===== config.mk =====
export PLATFORM = sky130hd
export DESIGN_NAME = video_timing_gen
export DESIGN_NICKNAME = d
export VERILOG_FILES = /design/src/rtl/video_timing_pkg.sv /design/src/rtl/video_pattern_gen.sv /design/src/rtl/video_timing_gen.sv
export SDC_FILE = /design/constraint.sdc
export NUM_CORES = 1
export LEC_CHECK = 0
export BUFFER_PORTS_ARGS = -buffer_cell sky130_fd_sc_hd__buf_2
export CORE_UTILIZATION = 51
export CTS_CLUSTER_DIAMETER = 50
export CTS_CLUSTER_SIZE = 30
export DETAILED_ROUTE_END_ITERATION = 12
export PLACE_DENSITY = 0.76
export SLEW_MARGIN = 10
export SYNTH_ARGS = -nofsm -noshare
export SYNTH_HDL_FRONTEND = slang
export SYNTH_HIERARCHICAL = 1
export SYNTH_SLANG_ARGS = --single-unit

===== constraint.sdc =====
create_clock -name pixel_clk -period 3 [get_ports pixel_clk]
set_input_delay 0.6 -clock pixel_clk [delete_from_list [all_inputs] [get_ports pixel_clk]]
set_output_delay 0.6 -clock pixel_clk [all_outputs]
set_load 0.02 [all_outputs]

===== src/rtl/video_timing_pkg.sv =====
// Shared timing constants, pattern encodings and the colour-bar table for the
// raster timing generator and its pattern source.
package video_timing_pkg;

    localparam int VGA_H_ACTIVE = 640;
    localparam int VGA_H_FP     = 16;
    localparam int VGA_H_SYNC   = 96;
    localparam int VGA_H_BP     = 48;
    localparam int VGA_V_ACTIVE = 480;
    localparam int VGA_V_FP     = 10;
    localparam int VGA_V_SYNC   = 2;
    localparam int VGA_V_BP     = 33;

    localparam int HD_H_ACTIVE  = 1280;
    localparam int HD_H_FP      = 110;
    localparam int HD_H_SYNC    = 40;
    localparam int HD_H_BP      = 220;
    localparam int HD_V_ACTIVE  = 720;
    localparam int HD_V_FP      = 5;
    localparam int HD_V_SYNC    = 5;
    localparam int HD_V_BP      = 20;

    typedef enum logic [1:0] {
        PAT_BARS  = 2'b00,
        PAT_CHECK = 2'b01,
        PAT_RAMP  = 2'b10,
        PAT_SOLID = 2'b11
    } pattern_t;

    // White, yellow, cyan, green, magenta, red, blue, black
    localparam logic [23:0] BAR_COLORS [8] = '{
        24'hFFFFFF, 24'hFFFF00, 24'h00FFFF, 24'h00FF00,
        24'hFF00FF, 24'hFF0000, 24'h0000FF, 24'h000000
    };

    // Index 8 and above marks the columns past the last full bar.
    function automatic logic [23:0] bar_color(input logic [3:0] idx);
        return idx[3] ? 24'h000000 : BAR_COLORS[idx[2:0]];
    endfunction

endpackage


===== src/rtl/video_pattern_gen.sv =====
// Test-pattern source: colour for the pixel the counters currently hold.
// Bars are tracked with a running within-bar counter instead of dividing x.
module video_pattern_gen
    import video_timing_pkg::*;
#(
    parameter int BAR_W = 80
) (
    input  logic        clk,
    input  logic        rst,
    input  logic [11:0] x,
    input  logic [10:0] y,
    input  logic        visible,
    input  pattern_t    pattern,
    input  logic [23:0] solid_rgb,
    output logic [23:0] rgb
);

    localparam logic [11:0] BAR_LAST = 12'(BAR_W - 1);

    logic [11:0] bar_pos_q;
    logic [3:0]  bar_idx_q;
    logic [11:0] bar_pos;
    logic [3:0]  bar_idx;

    // Only bit 5 of y selects the checker row.
    logic unused_y_bits;
    assign unused_y_bits = ^{y[10:6], y[4:0]};

    // Column 0 restarts the bar sequence, so the registers describe column x
    // as long as x advances by one per clock.
    always_comb begin
        bar_pos = (x == 12'd0) ? 12'd0 : bar_pos_q;
        bar_idx = (x == 12'd0) ? 4'd0  : bar_idx_q;
    end

    always_ff @(posedge clk) begin
        if (rst) begin
            bar_pos_q <= '0;
            bar_idx_q <= '0;
        end else if (bar_pos == BAR_LAST) begin
            bar_pos_q <= '0;
            bar_idx_q <= bar_idx[3] ? bar_idx : bar_idx + 4'd1;
        end else begin
            bar_pos_q <= bar_pos + 12'd1;
            bar_idx_q <= bar_idx;
        end
    end

    always_comb begin
        rgb = 24'h000000;
        if (visible) begin
            case (pattern)
                PAT_BARS:  rgb = bar_color(bar_idx);
                PAT_CHECK: rgb = (x[5] ^ y[5]) ? 24'hFFFFFF : 24'h000000;
                PAT_RAMP:  rgb = {3{x[7:0]}};
                PAT_SOLID: rgb = solid_rgb;
                default:   rgb = 24'h000000;
            endcase
        end
    end

endmodule


===== src/rtl/video_timing_gen.sv =====
// Raster timing generator: pixel/line counters, sync and data-enable decode,
// frame-latched pattern select and one output register stage.
module video_timing_gen
    import video_timing_pkg::*;
#(
    parameter int H_ACTIVE = VGA_H_ACTIVE,
    parameter int H_FP     = VGA_H_FP,
    parameter int H_SYNC   = VGA_H_SYNC,
    parameter int H_BP     = VGA_H_BP,
    parameter int V_ACTIVE = VGA_V_ACTIVE,
    parameter int V_FP     = VGA_V_FP,
    parameter int V_SYNC   = VGA_V_SYNC,
    parameter int V_BP     = VGA_V_BP,
    parameter bit HS_POL   = 1'b0,
    parameter bit VS_POL   = 1'b0
) (
    input  logic        pixel_clk,
    input  logic        rst,
    input  logic [1:0]  pattern,
    input  logic [23:0] solid_rgb,
    output logic        hsync,
    output logic        vsync,
    output logic        active,
    output logic [7:0]  red,
    output logic [7:0]  green,
    output logic [7:0]  blue,
    output logic        frame_start,
    output logic [11:0] x,
    output logic [10:0] y
);

    localparam int H_TOTAL = H_ACTIVE + H_FP + H_SYNC + H_BP;
    localparam int V_TOTAL = V_ACTIVE + V_FP + V_SYNC + V_BP;

    localparam logic [11:0] H_LAST   = 12'(H_TOTAL - 1);
    localparam logic [11:0] H_ACT    = 12'(H_ACTIVE);
    localparam logic [11:0] HS_START = 12'(H_ACTIVE + H_FP);
    localparam logic [11:0] HS_END   = 12'(H_ACTIVE + H_FP + H_SYNC);
    localparam logic [10:0] V_LAST   = 11'(V_TOTAL - 1);
    localparam logic [10:0] V_ACT    = 11'(V_ACTIVE);
    localparam logic [10:0] VS_START = 11'(V_ACTIVE + V_FP);
    localparam logic [10:0] VS_END   = 11'(V_ACTIVE + V_FP + V_SYNC);

    logic [11:0] h_cnt;
    logic [10:0] v_cnt;
    pattern_t    pat_shadow;
    logic [23:0] solid_shadow;
    pattern_t    pat_eff;
    logic [23:0] solid_eff;
    logic        origin;
    logic        visible;
    logic        in_hs;
    logic        in_vs;
    logic [23:0] pix_rgb;

    always_ff @(posedge pixel_clk) begin
        if (rst) begin
            h_cnt <= '0;
            v_cnt <= '0;
        end else if (h_cnt == H_LAST) begin
            h_cnt <= '0;
            v_cnt <= (v_cnt == V_LAST) ? 11'd0 : v_cnt + 11'd1;
        end else begin
            h_cnt <= h_cnt + 12'd1;
        end
    end

    always_comb begin
        origin  = (h_cnt == 12'd0) && (v_cnt == 11'd0);
        visible = (h_cnt < H_ACT) && (v_cnt < V_ACT);
        in_hs   = (h_cnt >= HS_START) && (h_cnt < HS_END);
        in_vs   = (v_cnt >= VS_START) && (v_cnt < VS_END);
    end

    // Pixel (0,0) already uses the port value being latched on that edge.
    assign pat_eff   = origin ? pattern_t'(pattern) : pat_shadow;
    assign solid_eff = origin ? solid_rgb : solid_shadow;

    always_ff @(posedge pixel_clk) begin
        if (rst) begin
            pat_shadow   <= PAT_BARS;
            solid_shadow <= '0;
        end else if (origin) begin
            pat_shadow   <= pattern_t'(pattern);
            solid_shadow <= solid_rgb;
        end
    end

    video_pattern_gen #(
        .BAR_W(H_ACTIVE / 8)
    ) u_pattern (
        .clk      (pixel_clk),
        .rst      (rst),
        .x        (h_cnt),
        .y        (v_cnt),
        .visible  (visible),
        .pattern  (pat_eff),
        .solid_rgb(solid_eff),
        .rgb      (pix_rgb)
    );

    always_ff @(posedge pixel_clk) begin
        if (rst) begin
            hsync              <= ~HS_POL;
            vsync              <= ~VS_POL;
            active             <= 1'b0;
            {red, green, blue} <= '0;
            frame_start        <= 1'b0;
            x                  <= '0;
            y                  <= '0;
        end else begin
            hsync              <= in_hs ? HS_POL : ~HS_POL;
            vsync              <= in_vs ? VS_POL : ~VS_POL;
            active             <= visible;
            {red, green, blue} <= pix_rgb;
            frame_start        <= origin;
            x                  <= h_cnt;
            y                  <= v_cnt;
        end
    end

endmodule


After elaboration in Yosys (flattened, before gate mapping)
Memory sizes are Yosys's and may differ from the RTL's.
Index checks and enable logic that the tools add are counted.
W data, S select, Z words.
{"block": "classes", "n_addsub": 4, "n_lt_le_gt_ge": 7, "n_eq_ne": 6, "n_mux": 14, "bitwise_logic": 3, "n_reduce_logical": 10}
{"operator": "$mux W24", "n": 5}
{"operator": "$pmux W24 S4", "n": 1}
{"operator": "$add A12 B1 Y12 const B", "n": 2}
{"operator": "$lt A12 B10 Y1 const B", "n": 2}
{"operator": "$lt A11 B9 Y1 const B", "n": 2}
{"operator": "$eq A12 B10 Y1 const B", "n": 1}
{"operator": "$eq A12 B7 Y1 const B", "n": 1}
{"operator": "$ge A12 B10 Y1 const B", "n": 1}
{"operator": "$logic_not A12 Y1", "n": 1}
{"operator": "$mux W12", "n": 1}
{"operator": "$mux W4", "n": 3}
{"operator": "$add A11 B1 Y11 const B", "n": 1}
{"operator": "$eq A11 B10 Y1 const B", "n": 1}
{"operator": "$ge A11 B9 Y1 const B", "n": 1}
{"operator": "$logic_not A11 Y1", "n": 1}
{"operator": "$mux W11", "n": 1}
{"operator": "$reduce_or A2 Y1", "n": 3}
{"operator": "$add A4 B1 Y4 const B", "n": 1}
{"operator": "$eq A2 B2 Y1 const B", "n": 2}
{"operator": "$ge A4 B4 Y1 const B", "n": 1}
{"operator": "$logic_and A1 B1 Y1", "n": 4}
{"operator": "$not A3 Y4", "n": 1}
{"operator": "$eq A2 B1 Y1 const B", "n": 1}
{"operator": "$logic_not A2 Y1", "n": 1}
{"operator": "other kinds (4)", "n": 5}
{"block": "word_totals", "register_bits": 116, "mem_bits_ro": 192, "input_bits": 28, "wordCells": 60, "mem_count": 1}
{"memory": "(name not given)", "depth": 8, "word_bits": 24, "rd": 1, "rd_clocked_by_memory_dff": 0, "wr": 0, "line_no": "video_timing_pkg.sv:38", "rtl": "return idx[3] ? 24'h000000 : BAR_COLORS[idx[2:0]];"}

Depth between registers and ports, before layout
{"block": "logic_depth", "word_depth": 8, "depth_mapped": 14, "ltp_nobuf": 10}

Hierarchy
Netlist, hierarchy kept.
{"mod": "video_timing_gen", "n_inst": 1, "cells_each": 401, "area_per_inst_um2": 3623.5}
{"mod": "video_pattern_gen", "n_inst": 1, "cells_each": 160, "area_per_inst_um2": 1296.2}

Worst setup path after synthesis
OpenSTA, ideal clock, no wires.
{"block": "synth_timing", "kind": "register -> register", "startpoint": "reg h_cnt[0]", "endpoint": "reg blue[1]", "arrival_time_ns": 2.750, "required_ns": 2.872, "setup_slack_ns": 0.122, "path_stages_with_launch": 15, "synth_period_minus_slack_ns": 2.878, "path_cell_list": "dfxtp_1 -> inv_1 -> ha_1 -> nor4b_1 -> and3_1 -> clkbuf_1 -> clkbuf_1 -> nand3_1 -> nand2_1 -> buf_2 -> a21oi_2 -> buf_2 -> a211oi_1 -> nor2_1 -> nor2b_1"}
{"block": "synth_via", "elab_cells_between_ends": 19, "classes_between": "1 x order compare; 3 x eq/ne; 7 x mux; 2 x bitwise; 5 x reduce/logical; 1 x memory"}
{"element": "start, declared", "line_no": "video_timing_gen.sv:44", "rtl": "logic [11:0] h_cnt;"}
{"element": "start signal, assigned", "line_no": "video_timing_gen.sv:64", "rtl": "h_cnt <= h_cnt + 12'd1;"}
{"element": "$logic_not A12 Y1 (*)", "line_no": "video_timing_gen.sv:69", "rtl": "origin = (h_cnt == 12'd0) && (v_cnt == 11'd0);"}
{"element": "$logic_and A1 B1 Y1 (*)", "line_no": "video_timing_gen.sv:69"}
{"element": "$mux W2 (*)"}
{"element": "via pat_eff[0]", "line_no": "video_timing_gen.sv:48", "rtl": "pattern_t pat_eff;"}
{"element": "$eq A2 B2 Y1 (tied with other cells)", "line_no": "video_pattern_gen.sv:52", "rtl": "case (pattern)"}
{"element": "$pmux W24 S4 (*)", "line_no": "video_pattern_gen.sv:52"}
{"element": "end signal, assigned", "line_no": "video_timing_gen.sv:115", "rtl": "{red, green, blue} <= pix_rgb;"}
{"element": "end, declared", "line_no": "video_timing_gen.sv:26", "rtl": "output logic [7:0] blue,"}
Mark *: on every way through the listed nets, which the timed path passes. The rest lies on a longest branch. The select of a mux whose other input is x is not followed.
A chain may end at the register's enable or synchronous reset.

Worst setup path after layout
{"block": "layout_timing", "startpoint": "reg h_cnt[1]", "endpoint": "reg red[6]"}
{"block": "layout_via", "elab_cells_between_ends": 19, "classes_between": "1 x order compare; 3 x eq/ne; 7 x mux; 2 x bitwise; 5 x reduce/logical; 1 x memory"}
{"element": "$logic_not A12 Y1 (*)", "line_no": "video_timing_gen.sv:69"}
{"element": "$logic_and A1 B1 Y1 (*)", "line_no": "video_timing_gen.sv:69"}
{"element": "$mux W2 (*)"}
{"element": "via pat_eff[0]", "line_no": "video_timing_gen.sv:48"}
{"element": "$eq A2 B2 Y1 (tied with other cells)", "line_no": "video_pattern_gen.sv:52"}
{"element": "$pmux W24 S4 (*)", "line_no": "video_pattern_gen.sv:52"}
{"element": "end signal, assigned", "line_no": "video_timing_gen.sv:115"}
{"element": "end, declared", "line_no": "video_timing_gen.sv:24", "rtl": "output logic [7:0] red,"}
Marked as above.

==> impl_metrics.toml <==
[grt]
first_global_vias = 3965
grt_overflow_total = 0
grt_start_max_net_pins = 40
grt.total_usage_pct = 24.92
antenna_violations_before_repair = 0
global_route_wire_length_before_repair_um = 19200

[power]
worst_ir_drop_vdd_v = 0.0004407
power_per_cell_area_mw_per_mm2 = 679.0
p_leak_uw = 0.002532
post-layout-total-power_uw = 4070

[sta]
rsz_0062_raised_after_global_routing = "no"
fin_skew_ns = 0.009814
setup_tns_ns = 0
period_minus_slack_ns = 2.770
timing_worst_slew_pin_value_ns = 0.6362
setup_viol = 0
final_min_period_over_clock_period_pct = 92.35
max-slew-margin-rel_pct = 57.19
highest_clock_rate_mhz = 361.0
hold_viol_final = 0
slew_viol_final = 0

[worst_hold_path]
hold_path.class = "in -> reg"

[logic_synthesis]
ys_warn_count = 6
synthDistinctLibCells = 43
synth_cells = 561
flip_flop_and_latch_count_after_synthesis = 116
yosysSeqAreaShare_pct = 47.20
async_flop_share_pct = 0
ys_dominant_reg_cell = "dfxtp_1"
synth_nets = 596
synth_enable_flop_cells = 0
post_synth_instance_area_mm2 = 0.004920
synthesized_area_per_cell_um2 = 8.770

[critical_path]
crit_type = "reg -> reg"
path_max_fanout = 24
startpoint_type = "flip-flop"
endpoint_arrival_time_on_the_critical_path_ns = 3.16
worstSetupEndpointType = "flip-flop"
timing.critical_path.required_ns = 3.39

[placement]
gp_congestion = 0.9159
numPortBuffers = 78
hpwl_um = 8130

[floorplan]
core_area_mm2 = 0.009284
starting_density_pct = 52.99
die_w_um = 100.2
die_h_um = 100.2
row_count = 35
dieArea_mm2 = 0.01004
top_level_ports = 79

[routing]
firstDrtPassIters = 5
vias_per_cell = 5.401
detailed_route_drc_error_count = 0
routed-via-count = 4207
route.antenna.remaining_nets = 0
drtIter0Drc = 239
wl_um = 11660
wl_per_cell_um = 14.97

[cells_and_area]
post_route_cells_drive_above_1_share_pct = 21.69
area_growth_syn_to_layout_pct = 21.82
insertedDiodeCount = 0
final_core_utilization_pct = 64.56
final_net_count = 673

[clock_network]
cts_made_buffers = 17
cts.clk_slew.worst_paths_ns = 0.05
source_to_sink_clock_delay_at_the_later_pin_of_the_worst_skew_pair_ns = 0.51
post_cts_buffers = 0
hold_buffers = 0
cts.sink_count = 116
clk_root_buffer_cell = "clkbuf_8"
htree_levels = 4
ctsLongestPathBuffers = 2
clock_tree_from_tritoncts = "yes"

[run]
maxCapViolCount = 0

[outcome]
run_status = "finished clean"
==> final timing paths <==
kind	start	slack, ns	cells after the start	endpoint
worst max-delay path	h_cnt[1]$_SDFF_PP0_	0.23	12	red[6]$_SDFF_PP0_
worst min-delay path	solid_rgb[10]	0.37	3	solid_shadow[10]$_SDFF_PP0_
worst max register to register	h_cnt[1]$_SDFF_PP0_	0.23	12	red[6]$_SDFF_PP0_
worst min register to register	u_pattern/bar_idx_q[0]$_SDFF_PP0_	0.48	2	u_pattern/bar_idx_q[0]$_SDFF_PP0_
==> routing by layer <==
layer / track usage, % / wire [µm]
met1: 31.41 / 5220
met2: 40.67 / 5669
met3: 6.894 / 593
met4: 9.365 / 180
met5: 0 / 0
==> cell usage in the layout (no fill, tap or decap), drive strengths merged, types with 4 or more instances in the layout <==
master  count
xor2       10
a211oi     24
clkinv      5
nor2b      53
nand4       9
nand3      44
o31ai       4
xnor2      12
and3        6
clkbuf     21
buf        95
nor3        8
or3         8
or4         5
a21oi      39
ha          7
nand2      39
inv         9
nor2       59
dfxtp     116
nor4        9
and2        7
o21ai      34
==> power breakdown <==
group	switching [µW]	internal [µW]	leakage, µW
Sequential	24.4	1630	0.000948
Combinational	341	191	0.00131
Clock	669	1210	0.000269
==> sequential cells by signal (all words and copies together) (netlist names) <==
signal,count
blue,8
h_cnt,12
x,12
red,8
solid_shadow,24
y,11
frame_start,1
pat_shadow,2
u_pattern/bar_idx_q,4
vsync,1
u_pattern/bar_pos_q,12
hsync,1
green,8
active,1
v_cnt,11
==> through the flow <==
stage | instance area, µm² | hold WS [ns] | setup slack (ns) | std cells
2_1_floorplan | 4920 | 0.4067 | 0.1218 | 561
3_3_place_gp | 5426 | 0.4518 | 0.4003 | 748
3_5_place_dp | 5426 | 0.4676 | 0.3005 | 748
4_1_cts | 5983 | 0.3504 | 0.2045 | 779
5_1_grt | 5993 | 0.3613 | 0.04284 | 779
6_report | 5993 | 0.3744 | 0.2296 | 779
==> cell families (layout without fill, tap and decap cells) <==
group                      Yosys count  in the layout  synth area share (%)
DFF                                116            116                 47.20
adders and majority gates            7              7                 1.780
xor gates and xnor gates            22             22                 3.916
AOI/OAI and AO/OA                  107            107                 13.68
and+or+nand+nor                    262            262                 29.02
buffers and inverters               46            135                 4.196
muxes                                1              1                0.2035
==> area by class of cell <==
class                           instances  area [µm²]
Clock inverter                         10       107.6
Inverter                                9       33.78
Fill cell                             792        3291
Multi-Input combinational cell        399        2401
Sequential cell                       116        2322
Clock buffer                           21       449.2
Timing Repair Buffer                   95       518.0
Tap cell                              129       161.4
==> cells in the mapped netlist, drive strengths merged (3+ instances only) <==
cell type	instances	area share, %
a211oi	24	3.7
a21oi	39	4.1
and2	7	0.89
and3	6	0.76
and4b	3	0.61
buf	12	1.6
clkbuf	25	1.9
dfxtp	116	47
ha	7	1.8
inv	9	0.69
nand2	39	3.0
nand3	44	4.6
nand4	9	1.1
nor2	59	4.5
nor2b	53	6.7
nor3	8	0.81
nor4	9	1.7
nor4b	3	0.84
o21ai	34	3.5
o31ai	4	0.71
or3	8	1.0
or4	5	0.92
xnor2	12	2.1
xor2	10	1.8
==> repair_timing <==
item                                    in CTS  in global routing
endpoints found under the setup margin       0                  6
gates resized for setup                      0                  2
hold endpoints to repair                     0                  0
==> worst max-delay path: stages (launching register included) <==
cell and delay (ns):
dfxtp_1 0.36, inv_1 0.10, ha_1 0.14, nor4b_1 0.40
and3_1 0.34, nand3_1 0.14, nand2_1 0.16, buf_4 0.23
a21oi_2 0.07, buf_4 0.20, a211oi_1 0.28, nor2_1 0.08
nor2b_1 0.15
No activity file was read; power rests on OpenSTA's default activity.
